## config.mk

```make
export PLATFORM = sky130hd
export DESIGN_NAME = seq_divider
export DESIGN_NICKNAME = d
export VERILOG_FILES = /design/src/rtl/seq_divider_pkg.sv /design/src/rtl/seq_divider_div_step.sv /design/src/rtl/seq_divider.sv
export SDC_FILE = /design/constraint.sdc
export NUM_CORES = 1
export LEC_CHECK = 0
export ABC_CLOCK_PERIOD_IN_PS = 2800
export BUFFER_PORTS_ARGS = -buffer_cell sky130_fd_sc_hd__buf_2
export CAP_MARGIN = 40
export CORE_MARGIN = 1
export CORE_UTILIZATION = 52
export CTS_CLUSTER_SIZE = 24
export DETAILED_ROUTE_END_ITERATION = 6
export PLACE_DENSITY_LB_ADDON = 0.08
export SKIP_LAST_GASP = 1
export SLEW_MARGIN = 15
export SYNTH_ARGS = -nofsm -noshare
export SYNTH_HDL_FRONTEND = slang
export SYNTH_SLANG_ARGS = --single-unit
```

## constraint.sdc

```tcl
create_clock -name clk -period 2.8 [get_ports clk]
set_input_delay 0 -clock clk [delete_from_list [all_inputs] [get_ports clk]]
set_output_delay 0 -clock clk [all_outputs]
set_load 0.01 [all_outputs]
```

## src/rtl/seq_divider_pkg.sv

```systemverilog
// seq_divider_pkg: state encoding and counter-width helper shared by the divider files.
package seq_divider_pkg;

    typedef enum logic [1:0] {
        IDLE = 2'd0,
        CALC = 2'd1,
        DONE = 2'd2
    } state_t;

    function automatic int cnt_width(input int w);
        return $clog2(w + 1);
    endfunction

endpackage

```

## src/rtl/seq_divider_div_step.sv

```systemverilog
// div_step: one restoring-division iteration (shift, trial subtract, select).
//   p_i/p_o : partial remainder in/out (WIDTH+1 bits)
//   q_i/q_o : dividend/quotient shift register in/out
//   b_i     : divisor magnitude
module div_step #(
    parameter int WIDTH = 16
) (
    input  logic [WIDTH:0]   p_i,
    input  logic [WIDTH-1:0] q_i,
    input  logic [WIDTH-1:0] b_i,
    output logic [WIDTH:0]   p_o,
    output logic [WIDTH-1:0] q_o
);

    logic [WIDTH:0]   s;
    logic [WIDTH+1:0] t;
    // Partial remainder always stays below the divisor, so its top bit is never shifted in.
    logic             unused_p;

    assign unused_p = p_i[WIDTH];

    // t's MSB is the borrow of the trial subtraction.
    always_comb begin
        s   = {p_i[WIDTH-1:0], q_i[WIDTH-1]};
        t   = {1'b0, s} - {2'b0, b_i};
        p_o = t[WIDTH+1] ? s : t[WIDTH:0];
        q_o = {q_i[WIDTH-2:0], ~t[WIDTH+1]};
    end

endmodule

```

## src/rtl/seq_divider.sv

```systemverilog
// seq_divider: multi-cycle restoring divider, one quotient bit per clock, valid/ready on both sides.
//   clk, reset (async active-low)
//   in_valid/in_ready, dividend, divisor, in_signed : operand handshake
//   out_valid/out_ready, quotient, remainder, div_by_zero : result handshake
//   Define SEQ_DIVIDER_SIGNED_EN to honour in_signed (two's-complement operation).
module seq_divider
    import seq_divider_pkg::*;
#(
    parameter int WIDTH = 16
) (
    input  logic             clk,
    input  logic             reset,
    input  logic             in_valid,
    output logic             in_ready,
    input  logic [WIDTH-1:0] dividend,
    input  logic [WIDTH-1:0] divisor,
    input  logic             in_signed,
    output logic             out_valid,
    input  logic             out_ready,
    output logic [WIDTH-1:0] quotient,
    output logic [WIDTH-1:0] remainder,
    output logic             div_by_zero
);

    localparam int CNT_W = cnt_width(WIDTH);

    state_t             state_q;
    logic [CNT_W-1:0]   cnt_q;
    logic [WIDTH:0]     p_q, p_d;
    logic [WIDTH-1:0]   q_q, q_d, b_q;
    logic [WIDTH-1:0]   a_mag, b_mag, quo_d, rem_d;
    logic [WIDTH-1:0]   quotient_q, remainder_q;
    logic               out_valid_q, in_ready_q, dbz_q;
    logic               accept;

    assign accept      = in_valid && in_ready_q;
    assign in_ready    = in_ready_q;
    assign out_valid   = out_valid_q;
    assign quotient    = quotient_q;
    assign remainder   = remainder_q;
    assign div_by_zero = dbz_q;

    div_step #(.WIDTH(WIDTH)) u_step (
        .p_i(p_q),
        .q_i(q_q),
        .b_i(b_q),
        .p_o(p_d),
        .q_o(q_d)
    );

`ifdef SEQ_DIVIDER_SIGNED_EN
    logic sa, sb, neg_q, rneg_q;

    assign sa = in_signed && dividend[WIDTH-1];
    assign sb = in_signed && divisor[WIDTH-1];

    // MIN's magnitude wraps to MIN, which read unsigned is exactly |MIN|, so MIN/-1 needs no special case.
    always_comb begin
        a_mag = sa ? -dividend : dividend;
        b_mag = sb ? -divisor : divisor;
        quo_d = neg_q ? -q_d : q_d;
        rem_d = rneg_q ? -p_d[WIDTH-1:0] : p_d[WIDTH-1:0];
    end

    always_ff @(posedge clk or negedge reset)
        if (!reset) begin
            neg_q  <= 1'b0;
            rneg_q <= 1'b0;
        end else if (state_q == IDLE && accept) begin
            neg_q  <= sa ^ sb;
            rneg_q <= sa;
        end
`else
    logic unused_signed;

    assign unused_signed = in_signed;

    always_comb begin
        a_mag = dividend;
        b_mag = divisor;
        quo_d = q_d;
        rem_d = p_d[WIDTH-1:0];
    end
`endif

    always_ff @(posedge clk or negedge reset)
        if (!reset) begin
            state_q     <= IDLE;
            cnt_q       <= '0;
            p_q         <= '0;
            q_q         <= '0;
            b_q         <= '0;
            quotient_q  <= '0;
            remainder_q <= '0;
            dbz_q       <= 1'b0;
            out_valid_q <= 1'b0;
            in_ready_q  <= 1'b1;
        end else begin
            case (state_q)
                IDLE:
                    if (accept) begin
                        b_q        <= b_mag;
                        q_q        <= a_mag;
                        p_q        <= '0;
                        cnt_q      <= '0;
                        in_ready_q <= 1'b0;
                        if (divisor == '0) begin
                            state_q     <= DONE;
                            dbz_q       <= 1'b1;
                            quotient_q  <= '1;
                            remainder_q <= dividend;
                        end else begin
                            state_q <= CALC;
                        end
                    end
                CALC: begin
                    p_q   <= p_d;
                    q_q   <= q_d;
                    cnt_q <= cnt_q + 1'b1;
                    if (cnt_q == CNT_W'(WIDTH - 1)) begin
                        state_q     <= DONE;
                        out_valid_q <= 1'b1;
                        quotient_q  <= quo_d;
                        remainder_q <= rem_d;
                        dbz_q       <= 1'b0;
                    end
                end
                DONE:
                    // Divide-by-zero arrives here with out_valid low; raise it one cycle after accept.
                    if (!out_valid_q) begin
                        out_valid_q <= 1'b1;
                    end else if (out_ready) begin
                        out_valid_q <= 1'b0;
                        in_ready_q  <= 1'b1;
                        state_q     <= IDLE;
                    end
                default: state_q <= IDLE;
            endcase
        end

endmodule

```

==> impl_metrics.tcl, run 1 <==
set metrics [dict create \
    multi_input_area_um2 2310 \
    ys.flop_type "sky130_fd_sc_hd__dfrtp_1" \
    final_net_count 699 \
    wire_length_of_the_first_global_routing_pass_um 20800 \
    clkTransAtPathRegs_ns 0.09 \
    r2r_cells 10 \
    grt_start_max_net_pins 56 \
    drt_wl_total_um 12600 \
    finish.cell_count_without_fillers 756 \
    die_h_um 97.6 \
    drt_first_iter_violations 190 \
    power.leakage_uw 0.00280 \
    number_of_buffer_cells_added_on_primary_ports 70 \
    floorplan.initialDensity_pct 54.2 \
    synth_top_cell_area_share_pct 46.9 \
    fillerInstances 716 \
    sequentialPowerShare_pct 32.7 \
    worst_path_largest_cell_delay_ns 0.40 \
    fmax_ghz 0.373 \
    place_congestion 0.926 \
    worstPathCellList "inv_1 -> ha_2 -> fa_2 -> nand2b_4 -> a211o_1 -> a211oi_4 -> o21ai_1 -> mux2_2 -> o2111ai_1 -> o21ai_1" \
    power.internal_uw 3880 \
    cts.path.max_buffers 2 \
    slew_violations 0 \
    clock_tree.htree_level_count 3 \
    row_count 34 \
    register_area_um2 2250 \
    synth-warning-count 0 \
    finish.utilization_pct 67.2 \
    finalCriticalPeriod_ns 2.68 \
    muxShareOfSynthArea_pct 1.92 \
    clock-skew-final_ns 0.00754 \
    timing.critical_path.from_type "flip-flop" \
    synthAdderAreaFrac_pct 5.16 \
    gr-usage-all-layers_pct 27.5 \
    rrSetupSlack_ns 0.12 \
    routed_length_per_instance_um 16.7 \
    dieWidth_um 97.6 \
    post_synth_arst_share_pct 100 \
    antenna_found_initial 0 \
    path_class "flip-flop to flip-flop" \
    detailroute.via_count 4318 \
    synth_cell_types 58 \
    coreArea_um2 8760 \
    antenna_violating_nets_post_route 0 \
    synth_edf_count 0 \
    critPathArrivalTime_ns 2.92 \
    drc 0 \
    p_clk_share_pct 14.9 \
    ctsRootBufferMaster "sky130_fd_sc_hd__clkbuf_8" \
    cts-buffers-inserted 9 \
    numClockSinks 90 \
    synth_seq_cells 90 \
    final_min_period_over_clock_period_pct 95.7 \
    detail_route.first_pass.iterations 4 \
    syn-cell-area_um2 4750 \
    grt_overflow 0 \
    layout-drive-gt1-share_pct 20.4 \
    place.detailed.instances 699 \
    path_max_fanout 4 \
    net-switching-power_uw 2950 \
    yosys-top-cells-area "sky130_fd_sc_hd__dfrtp_1 (47%), sky130_fd_sc_hd__nand2_1 (8.8%), sky130_fd_sc_hd__o21ai_0 (6.1%)" \
    via_per_inst 5.71 \
    switching_share_pct 43.2 \
    ir_worst_vdd_mv 0.577 \
    slowest_stage "sky130_fd_sc_hd__fa_2" \
    cts_tree "built" \
    full_die_area_um2 9520 \
    hold_viol_final 0 \
    worst_skew_pair.late_latency_ns 0.36 \
    relSlewSlack_pct 50.9 \
    ioPinCount 72 \
    synth_top_family_by_area "compound AO/OA/AOI/OAI gates" \
    max_cap_viol_count 0 \
    yosys.area_share.xor_xnor_pct 1.11 \
    final-setup-viol-count 0 \
    combPwrFrac_pct 52.3 \
    share_of_the_yosys_chip_area_belonging_to_registers_pct 47.4 \
    hpwlAfterDp_um 8640 \
    run_status "completed" \
    flow.area_growth_from_synthesis_pct 23.9 \
    synth_simple_gate_area_share_pct 18.9 \
    synth_compound_area_share_pct 20.6 \
    power_dens_cells_nw_per_um2 1160 \
    worst_pin_slew_ns 0.737 \
    hold_class "input port to asynchronous set/reset pin" \
    grt_pass1_vias 4147 \
    antenna_cells_inserted 0 \
    synthesis.area_per_instance_um2 8.85 \
    element_type_at_the_critical_path_end "flip-flop" \
    synth_largest_area_cell "sky130_fd_sc_hd__dfrtp_1" \
    syn-instance-count 537 \
    crit_top_cell "sky130_fd_sc_hd__o21ai_1" \
    worst_ep_required_time_ns 3.04 \
    rsz_0062_raised_after_global_routing "true" \
    synthesis.nets 593 \
]
## worst max-delay path: cells and delay by family, from the launching register on
kind,cells,cell delay [ns]
fa+ha+maj,2,0.60
flops,1,0.38
compound gates,5,1.11
buf+inv,1,0.06
mux,1,0.28
simple gates,1,0.15
## metrics by stage
stage | hold WS, ns | TNS (ns) | instance area, um^2 | worst slack [ns] | total power, uW
after floorplan | -0.296 | 0 | 4750 | 0.313 | 4600
after global placement | 0.0981 | 0 | 5230 | 0.0919 | 5500
after detailed placement | 0.101 | 0 | 5230 | 0.0258 | 5610
after CTS | 0.248 | 0 | 5810 | 0.0128 | 6680
after global routing | 0.283 | -0.0729 | 5890 | -0.0286 | 7380
final | 0.218 | 0 | 5890 | 0.120 | 6820
## final cells by class
type	instances	share of cell area (%)
clock buffers	10	2.17
clock inverters	6	1.72
inverters	24	1.53
multi-input cells	392	39.2
flip-flops and latches	90	38.3
well taps	108	2.29
repair buffers	126	14.8
## logic make-up (layout without fill, tap and decap cells)
family | count (synthesis) | after routing
AOI/OAI and AO/OA | 153 | 153
xor gates and xnor gates | 6 | 6
adders and majority gates | 19 | 19
buffers and inverters | 55 | 166
DFF | 90 | 90
muxes | 9 | 9
and+or+nand+nor | 205 | 205
## Yosys cell counts (all sizes together), types with 3 or more instances
library cell / instances
nor4: 4
buf: 7
o221ai: 9
nor2b: 3
a32oi: 3
nor3: 3
a211oi: 4
nand4: 3
mux2i: 8
and3: 3
nand2: 112
or3: 3
dfrtp: 89
xor2: 3
a21oi: 31
nor2: 40
clkbuf: 24
o21ai: 62
a31oi: 20
ha: 18
or4: 3
or2: 4
nand3: 16
inv: 24
a211o: 3
nand2b: 7
xnor2: 3
o2111ai: 3
## layout by cell type (no fill, tap or decap), types with 16 or more instances in the layout
cell type,n
sky130_fd_sc_hd__ha_1,16
sky130_fd_sc_hd__buf_4,21
sky130_fd_sc_hd__nand3_1,16
sky130_fd_sc_hd__o21ai_0,54
sky130_fd_sc_hd__a31oi_1,20
sky130_fd_sc_hd__inv_1,24
sky130_fd_sc_hd__buf_2,69
sky130_fd_sc_hd__dfrtp_1,89
sky130_fd_sc_hd__nand2_1,111
sky130_fd_sc_hd__dlygate4sd3_1,35
sky130_fd_sc_hd__a21oi_1,29
sky130_fd_sc_hd__nor2_1,39
## state kept, by name, summed over array words and instances, names as in the netlist
register	cells
div_by_zero	1
in_ready	1
quotient	16
cnt_q	5
state_q	2
p_q	16
q_q	16
b_q	16
out_valid	1
remainder	16
## path summary, 6_finish.rpt
kind / from / end
worst max-delay path: q_q[15] / p_q[14]
worst min-delay path: reset / out_valid
worst max register to register: q_q[15] / p_q[14]
worst min register to register: quotient[0] / quotient[0]
max in group asynchronous: reset / q_q[0]
min in group clk: divisor[13] / b_q[13]
## routing by layer
metal / GRT usage (%) / up-vias / part of all wire, %
met2: 44.3 / 115 / 49
li1: - / 2098 / -
met3: 5.04 / 27 / 4.4
met4: 8.48 / 0 / 2.3
met5: 0 / - / 0
met1: 37.8 / 2078 / 44
## timing repair
item,CTS,global route
resized for setup,0,12
setup endpoints to repair,0,10
hold buffers,35,0
endpoints found under the hold margin,95,0
buffers inserted,0,6
## power by group through the flow
| stage | Clock, uW | Sequential, uW | Combinational, uW |
|---|---|---|---|
| 2_1_floorplan | 0 | 2270 | 2330 |
| 3_3_place_gp | 0 | 2230 | 3280 |
| 6_report | 1020 | 2230 | 3570 |
| 4_1_cts | 1030 | 2230 | 3420 |
| 3_5_place_dp | 0 | 2250 | 3360 |
| 5_1_grt | 1090 | 2300 | 3990 |
No activity file was read; power rests on OpenSTA's default activity.
==> run 2, diff against run 1 <==
--- a/config.mk
+++ b/config.mk
@@ -12,9 +12,10 @@
 export CORE_UTILIZATION = 52
 export CTS_CLUSTER_SIZE = 24
 export DETAILED_ROUTE_END_ITERATION = 6
-export PLACE_DENSITY_LB_ADDON = 0.08
+export PLACE_DENSITY = 0.83
 export SKIP_LAST_GASP = 1
 export SLEW_MARGIN = 15
 export SYNTH_ARGS = -nofsm -noshare
 export SYNTH_HDL_FRONTEND = slang
+export SYNTH_HIERARCHICAL = 1
 export SYNTH_SLANG_ARGS = --single-unit
==> run 2 against run 1 <==
The run now ends with setup timing left. Power is 27% higher. Utilization fell by 0.39 points. First-iteration DRC count up 21%. Critical path type unchanged. Critical endpoint is now remainder[8]. Largest power group unchanged.
==> impl_metrics.tcl, run 2 <==
set metrics [dict create \
    synth-warning-count 6 \
    power.leakage_uw 0.00297 \
    clkTransAtPathRegs_ns 0.10 \
    timing.critical_path.from_type "flip-flop" \
    drt_wl_total_um 12200 \
    ioPinCount 72 \
    antenna_found_initial 0 \
    clock-skew-final_ns 0.0180 \
    power_dens_cells_nw_per_um2 1390 \
    detail_route.first_pass.iterations 4 \
    dp_slack_ns -0.197 \
    critPathArrivalTime_ns 3.10 \
    rsz_0062_raised_after_global_routing "true" \
    antenna_cells_inserted 0 \
    final_net_count 682 \
    ctsRootBufferMaster "sky130_fd_sc_hd__clkbuf_8" \
    cts.path.max_buffers 2 \
    fillerInstances 726 \
    setup_ws_ns -0.0424 \
    slew_violations 0 \
    worst_pin_slew_ns 0.799 \
    number_of_buffer_cells_added_on_primary_ports 70 \
    cts-buffers-inserted 9 \
    syn-instance-count 526 \
    place_congestion 0.939 \
    flow.area_growth_from_synthesis_pct 23.4 \
    grt_start_max_net_pins 68 \
    layout.cells.most_common "sky130_fd_sc_hd__nand2_1" \
    antenna_violating_nets_post_route 0 \
    hold_class "input port to asynchronous set/reset pin" \
    path_class "flip-flop to flip-flop" \
    grt_pass1_vias 4349 \
    coreArea_um2 9330 \
    wire_length_of_the_first_global_routing_pass_um 20500 \
    floorplan.initialDensity_pct 54.1 \
    run_status "complete, but fails checks" \
    synthesis.area_per_instance_um2 9.60 \
    hold_viol_final 0 \
    via_per_inst 5.54 \
    drc 0 \
    finalCriticalPeriod_ns 2.84 \
    postPlaceCellArea_um2 5470 \
    die_h_um 101 \
    grt_overflow 0 \
    finish.cell_count_without_fillers 760 \
    dieWidth_um 101 \
    r2r_cells 13 \
    syn-cell-area_um2 5050 \
    detailroute.via_count 4207 \
    place.detailed.instances 704 \
    violated_checks "setup timing" \
    finalSetupTns_ns -0.0645 \
    drt_first_iter_violations 230 \
    gr-usage-all-layers_pct 26.0 \
    full_die_area_um2 10100 \
    fmax_ghz 0.352 \
    relSlewSlack_pct 46.7 \
    final_area_um2 6230 \
    routed_length_per_instance_um 16.0 \
    row_count 35 \
    worst_skew_pair.late_latency_ns 0.38 \
    worst_ep_required_time_ns 3.06 \
    path_max_fanout 3 \
    final-setup-viol-count 2 \
    final_min_period_over_clock_period_pct 102 \
    cts_tree "built" \
    max_cap_viol_count 0 \
    element_type_at_the_critical_path_end "flip-flop" \
    synthesis.nets 582 \
    hpwlAfterDp_um 8350 \
    ir_worst_vdd_mv 0.627 \
    layout-drive-gt1-share_pct 26.9 \
    numClockSinks 90 \
    layout_common_cells "sky130_fd_sc_hd__nand2_1 (144), sky130_fd_sc_hd__dfrtp_1 (89), sky130_fd_sc_hd__buf_2 (69), sky130_fd_sc_hd__dlygate4sd3_1 (35)" \
    clock_tree.htree_level_count 3 \
]
-- run 2: timing repair --
item,in CTS,in global routing
pin swaps,4,11
buffers inserted,1,3
endpoints found under the setup margin,7,15
resized for setup,5,24
hold buffers,35,0
hold endpoints to repair,114,0
-- run 2: area by class of cell --
| class | count | area [um^2] | area share, % |
|---|---|---|---|
| inverter | 22 | 82.6 | 1.33 |
| clock buffer | 9 | 124 | 1.99 |
| sequential | 90 | 2250 | 36.2 |
| tap | 129 | 161 | 2.59 |
| clock inverter | 7 | 93.8 | 1.51 |
| multi-input combinational | 368 | 2540 | 40.7 |
| timing repair buffer | 135 | 977 | 15.7 |
-- run 2: final timing paths --
| kind | from | to | slack [ns] |
|---|---|---|---|
| min in group clk | out_ready | out_valid | 0.36 |
| worst max-delay path | q_q[15] | remainder[8] | -0.04 |
| worst min-delay path | reset | quotient[9] | 0.07 |
| max in group asynchronous | reset | q_q[6] | 1.95 |
| worst max register to register | q_q[15] | remainder[8] | -0.04 |
| worst min register to register | b_q[11] | b_q[11] | 0.48 |
-- run 2: per-stage QoR --
step | power [uW] | hold slack [ns] | util (%)
global route | 9370 | 0.0870 | 66.8
finish | 8680 | 0.0681 | 66.8
detailed placement | 7170 | 0.162 | 58.7
global placement | 6970 | 0.144 | 58.3
CTS | 8260 | 0.301 | 65.1
floorplan | 6050 | -0.296 | -
-- run 2: report_power, final --
| part | internal, uW | switching, uW |
|---|---|---|
| Clock | 437 | 523 |
| Combinational | 2670 | 2710 |
| Sequential | 1900 | 437 |
| Total | 5010 | 3670 |
-- run 2: worst max-delay path, stage by stage (launching register included) --
cell and delay, ns:
sky130_fd_sc_hd__dfrtp_1 0.41, sky130_fd_sc_hd__inv_2 0.09, sky130_fd_sc_hd__ha_4 0.14, sky130_fd_sc_hd__inv_2 0.04, sky130_fd_sc_hd__fa_2 0.36, sky130_fd_sc_hd__a21o_1 0.23, sky130_fd_sc_hd__a31o_4 0.24, sky130_fd_sc_hd__a2111oi_4 0.35
sky130_fd_sc_hd__nor3_2 0.08, sky130_fd_sc_hd__xor2_1 0.17, sky130_fd_sc_hd__mux2_4 0.27, sky130_fd_sc_hd__nand2_2 0.05, sky130_fd_sc_hd__nand2_1 0.05, sky130_fd_sc_hd__mux2_4 0.25
-- run 2: per-layer routing --
layer	vias to the layer above	GRT usage (%)	wire [um]
li1	2008	-	-
met5	-	0	0
met4	0	11.8	320
met1	2054	32.3	5240
met2	115	44.5	6200
met3	30	4.16	386
==> run 3, diff against run 2 <==
--- a/config.mk
+++ b/config.mk
@@ -5,7 +5,7 @@
 export SDC_FILE = /design/constraint.sdc
 export NUM_CORES = 1
 export LEC_CHECK = 0
-export ABC_CLOCK_PERIOD_IN_PS = 2800
+export ABC_CLOCK_PERIOD_IN_PS = 3200
 export BUFFER_PORTS_ARGS = -buffer_cell sky130_fd_sc_hd__buf_2
 export CAP_MARGIN = 40
 export CORE_MARGIN = 1
==> constraint.sdc (replaced) <==
create_clock -name clk -period 3.2 [get_ports clk]
set_input_delay 0 -clock clk [delete_from_list [all_inputs] [get_ports clk]]
set_output_delay 0 -clock clk [all_outputs]
set_load 0.01 [all_outputs]
==> run 3 against run 2 <==
The flow now finishes without violations. Via count fell by 3.0%. Non-clock buffer count fell by 20. Clock power fell by 5.1%.
==> impl_metrics.tcl, run 3 (synthesis gave the netlist of run 2 again) <==
set metrics [dict create \
    finalCriticalPeriod_ns 3.01 \
    final_net_count 662 \
    run_status "completed" \
    setup.worst_path.end "remainder[8]" \
    combPwrFrac_pct 58.8 \
    hpwlAfterDp_um 8000 \
    grt_pass1_vias 3970 \
    net-switching-power_uw 3030 \
    final_min_period_over_clock_period_pct 94.0 \
    layout.cells.most_common "sky130_fd_sc_hd__nand2_1" \
    holdWs_ns 0.0231 \
    antenna_found_initial 0 \
    length_of_routed_met3_wiring_um 431 \
    ctsRootBufferMaster "sky130_fd_sc_hd__clkbuf_8" \
    hold_viol_final 0 \
    finish.cell_count_without_fillers 740 \
    layout-drive-gt1-share_pct 21.4 \
    flow.area_growth_from_synthesis_pct 18.0 \
    wire_length_of_the_first_global_routing_pass_um 19300 \
    sequentialPowerShare_pct 28.5 \
    worst_pin_slew_ns 0.811 \
    r2r_cells 13 \
    routedLengthMet1_um 5100 \
    routed-wl-met2_um 5860 \
    critPathArrivalTime_ns 3.26 \
    ir_worst_vdd_mv 0.512 \
    place.detailed.instances 688 \
    number_of_buffer_cells_added_on_primary_ports 70 \
    gr-usage-all-layers_pct 24.4 \
    grt_start_max_net_pins 70 \
    worst_r2r_startpoint "q_q[15]" \
    fillerInstances 756 \
    row_count 35 \
    worst_path_largest_cell_delay_ns 0.39 \
    via_per_inst 5.51 \
    power.leakage_uw 0.00286 \
    drt_first_iter_violations 138 \
    final_area_um2 5960 \
    clock_tree.htree_level_count 3 \
    drt_wl_total_um 11600 \
    register_area_um2 2250 \
    path_class "flip-flop to flip-flop" \
    timing.critical_path.from_type "flip-flop" \
    cp.buffers_inverters 2 \
    worst_ep_required_time_ns 3.45 \
    slowest_stage "sky130_fd_sc_hd__dfrtp_1" \
    layout_common_cells "sky130_fd_sc_hd__nand2_1 (145), sky130_fd_sc_hd__dfrtp_1 (89), sky130_fd_sc_hd__buf_2 (69), sky130_fd_sc_hd__dlygate4sd3_1 (35), sky130_fd_sc_hd__nor2_1 (26)" \
    detail_route.first_pass.iterations 5 \
    path_max_fanout 3 \
    worstSetupStartpoint "q_q[15]" \
    p_clk_share_pct 12.7 \
    final-setup-viol-count 0 \
    drc 0 \
    coreArea_um2 9330 \
    finalSetupTns_ns 0 \
    switching_share_pct 42.3 \
    place_congestion 0.921 \
    element_type_at_the_critical_path_end "flip-flop" \
    full_die_area_um2 10100 \
    routed_length_per_instance_um 15.7 \
    die_h_um 101 \
    antenna_violating_nets_post_route 0 \
    multi_input_area_um2 2410 \
    clock-skew-final_ns 0.0111 \
    floorplan.initialDensity_pct 54.1 \
    hold_class "input port to asynchronous set/reset pin" \
    path_delay_family "compound AO/OA/AOI/OAI gates" \
    clkTransAtPathRegs_ns 0.09 \
    ioPinCount 72 \
    cts.path.max_buffers 2 \
    slew_violations 0 \
    worstPathCellList "inv_1 -> ha_1 -> inv_1 -> fa_2 -> a21o_1 -> a31o_2 -> a2111oi_2 -> nor3_1 -> xor2_1 -> mux2_2 -> nand2_1 -> nand2_1 -> mux2_1" \
    dieWidth_um 101 \
    max_cap_viol_count 0 \
    cts_tree "built" \
    cp.depth 13 \
    postPlaceCellArea_um2 5340 \
    cts-buffers-inserted 9 \
    grt_overflow 0 \
    detailroute.via_count 4080 \
    antenna_cells_inserted 0 \
    worst_skew_pair.late_latency_ns 0.37 \
    maxUsedRoutingLayer "met4" \
    power.internal_uw 4130 \
    rrSetupSlack_ns 0.19 \
    fmax_ghz 0.332 \
    design_power_total_uw 7150 \
    power_dens_cells_nw_per_um2 1200 \
    relSlewSlack_pct 45.9 \
    worst_r2r_endpoint "remainder[8]" \
    numClockSinks 90 \
]
## run 3: stage by stage
stage               utilization [%]  setup WS [ns]
finish                         63.9          0.192
global route                   63.9        -0.0220
CTS                            63.5         0.0380
detailed placement             57.2          0.127
global placement               56.9          0.205
floorplan                         -          0.375
## run 3: final cells by class
type / count / share of cell area (%)
multi-input combinational: 368 / 40.4
sequential: 90 / 37.8
timing repair buffer: 115 / 13.7
tap: 129 / 2.71
clock buffer: 10 / 2.31
clock inverter: 6 / 1.62
inverter: 22 / 1.39
## run 3: worst register-to-register path, delay by kind of cell (launching register included)
family	cells	cell delay (ns)
AOI/OAI and AO/OA	3	0.84
muxes	2	0.59
adders and majority gates	2	0.53
DFF	1	0.39
and+or+nand+nor	3	0.24
buffers and inverters	2	0.15
xor gates and xnor gates	1	0.15
## run 3: worst min-delay path by stage
stage	to	from	slack, ns
6_report	p_q[4]	reset	0.02
3_3_place_gp	b_q[13]	reset	0.15
5_1_grt	p_q[4]	reset	0.02
2_1_floorplan	b_q[0]	reset	-0.30
3_5_place_dp	b_q[13]	reset	0.17
4_1_cts	remainder[6]	reset	0.32
## run 3: layer usage
metal / up-vias / global-route usage [%]
met3: 17 / 3.12
met5: - / 0
li1: 1966 / -
met4: 0 / 8.36
met2: 117 / 42.4
met1: 1980 / 31.6
## run 3: timing repair
action / in CTS / in global routing
hold buffers: 35 / 0
buffers inserted: 0 / 0
setup endpoints to repair: 0 / 2
gates resized for setup: 0 / 3
hold endpoints to repair: 118 / 0
## run 3: power groups by stage
| stage | Combinational (uW) | Sequential (uW) | Clock [uW] |
|---|---|---|---|
| final | 4200 | 2040 | 911 |
| after global routing | 4600 | 2110 | 974 |
| after CTS | 4150 | 2030 | 922 |
| after detailed placement | 4090 | 2050 | 0 |
| after global placement | 3930 | 2030 | 0 |
| after floorplan | 3240 | 2040 | 0 |
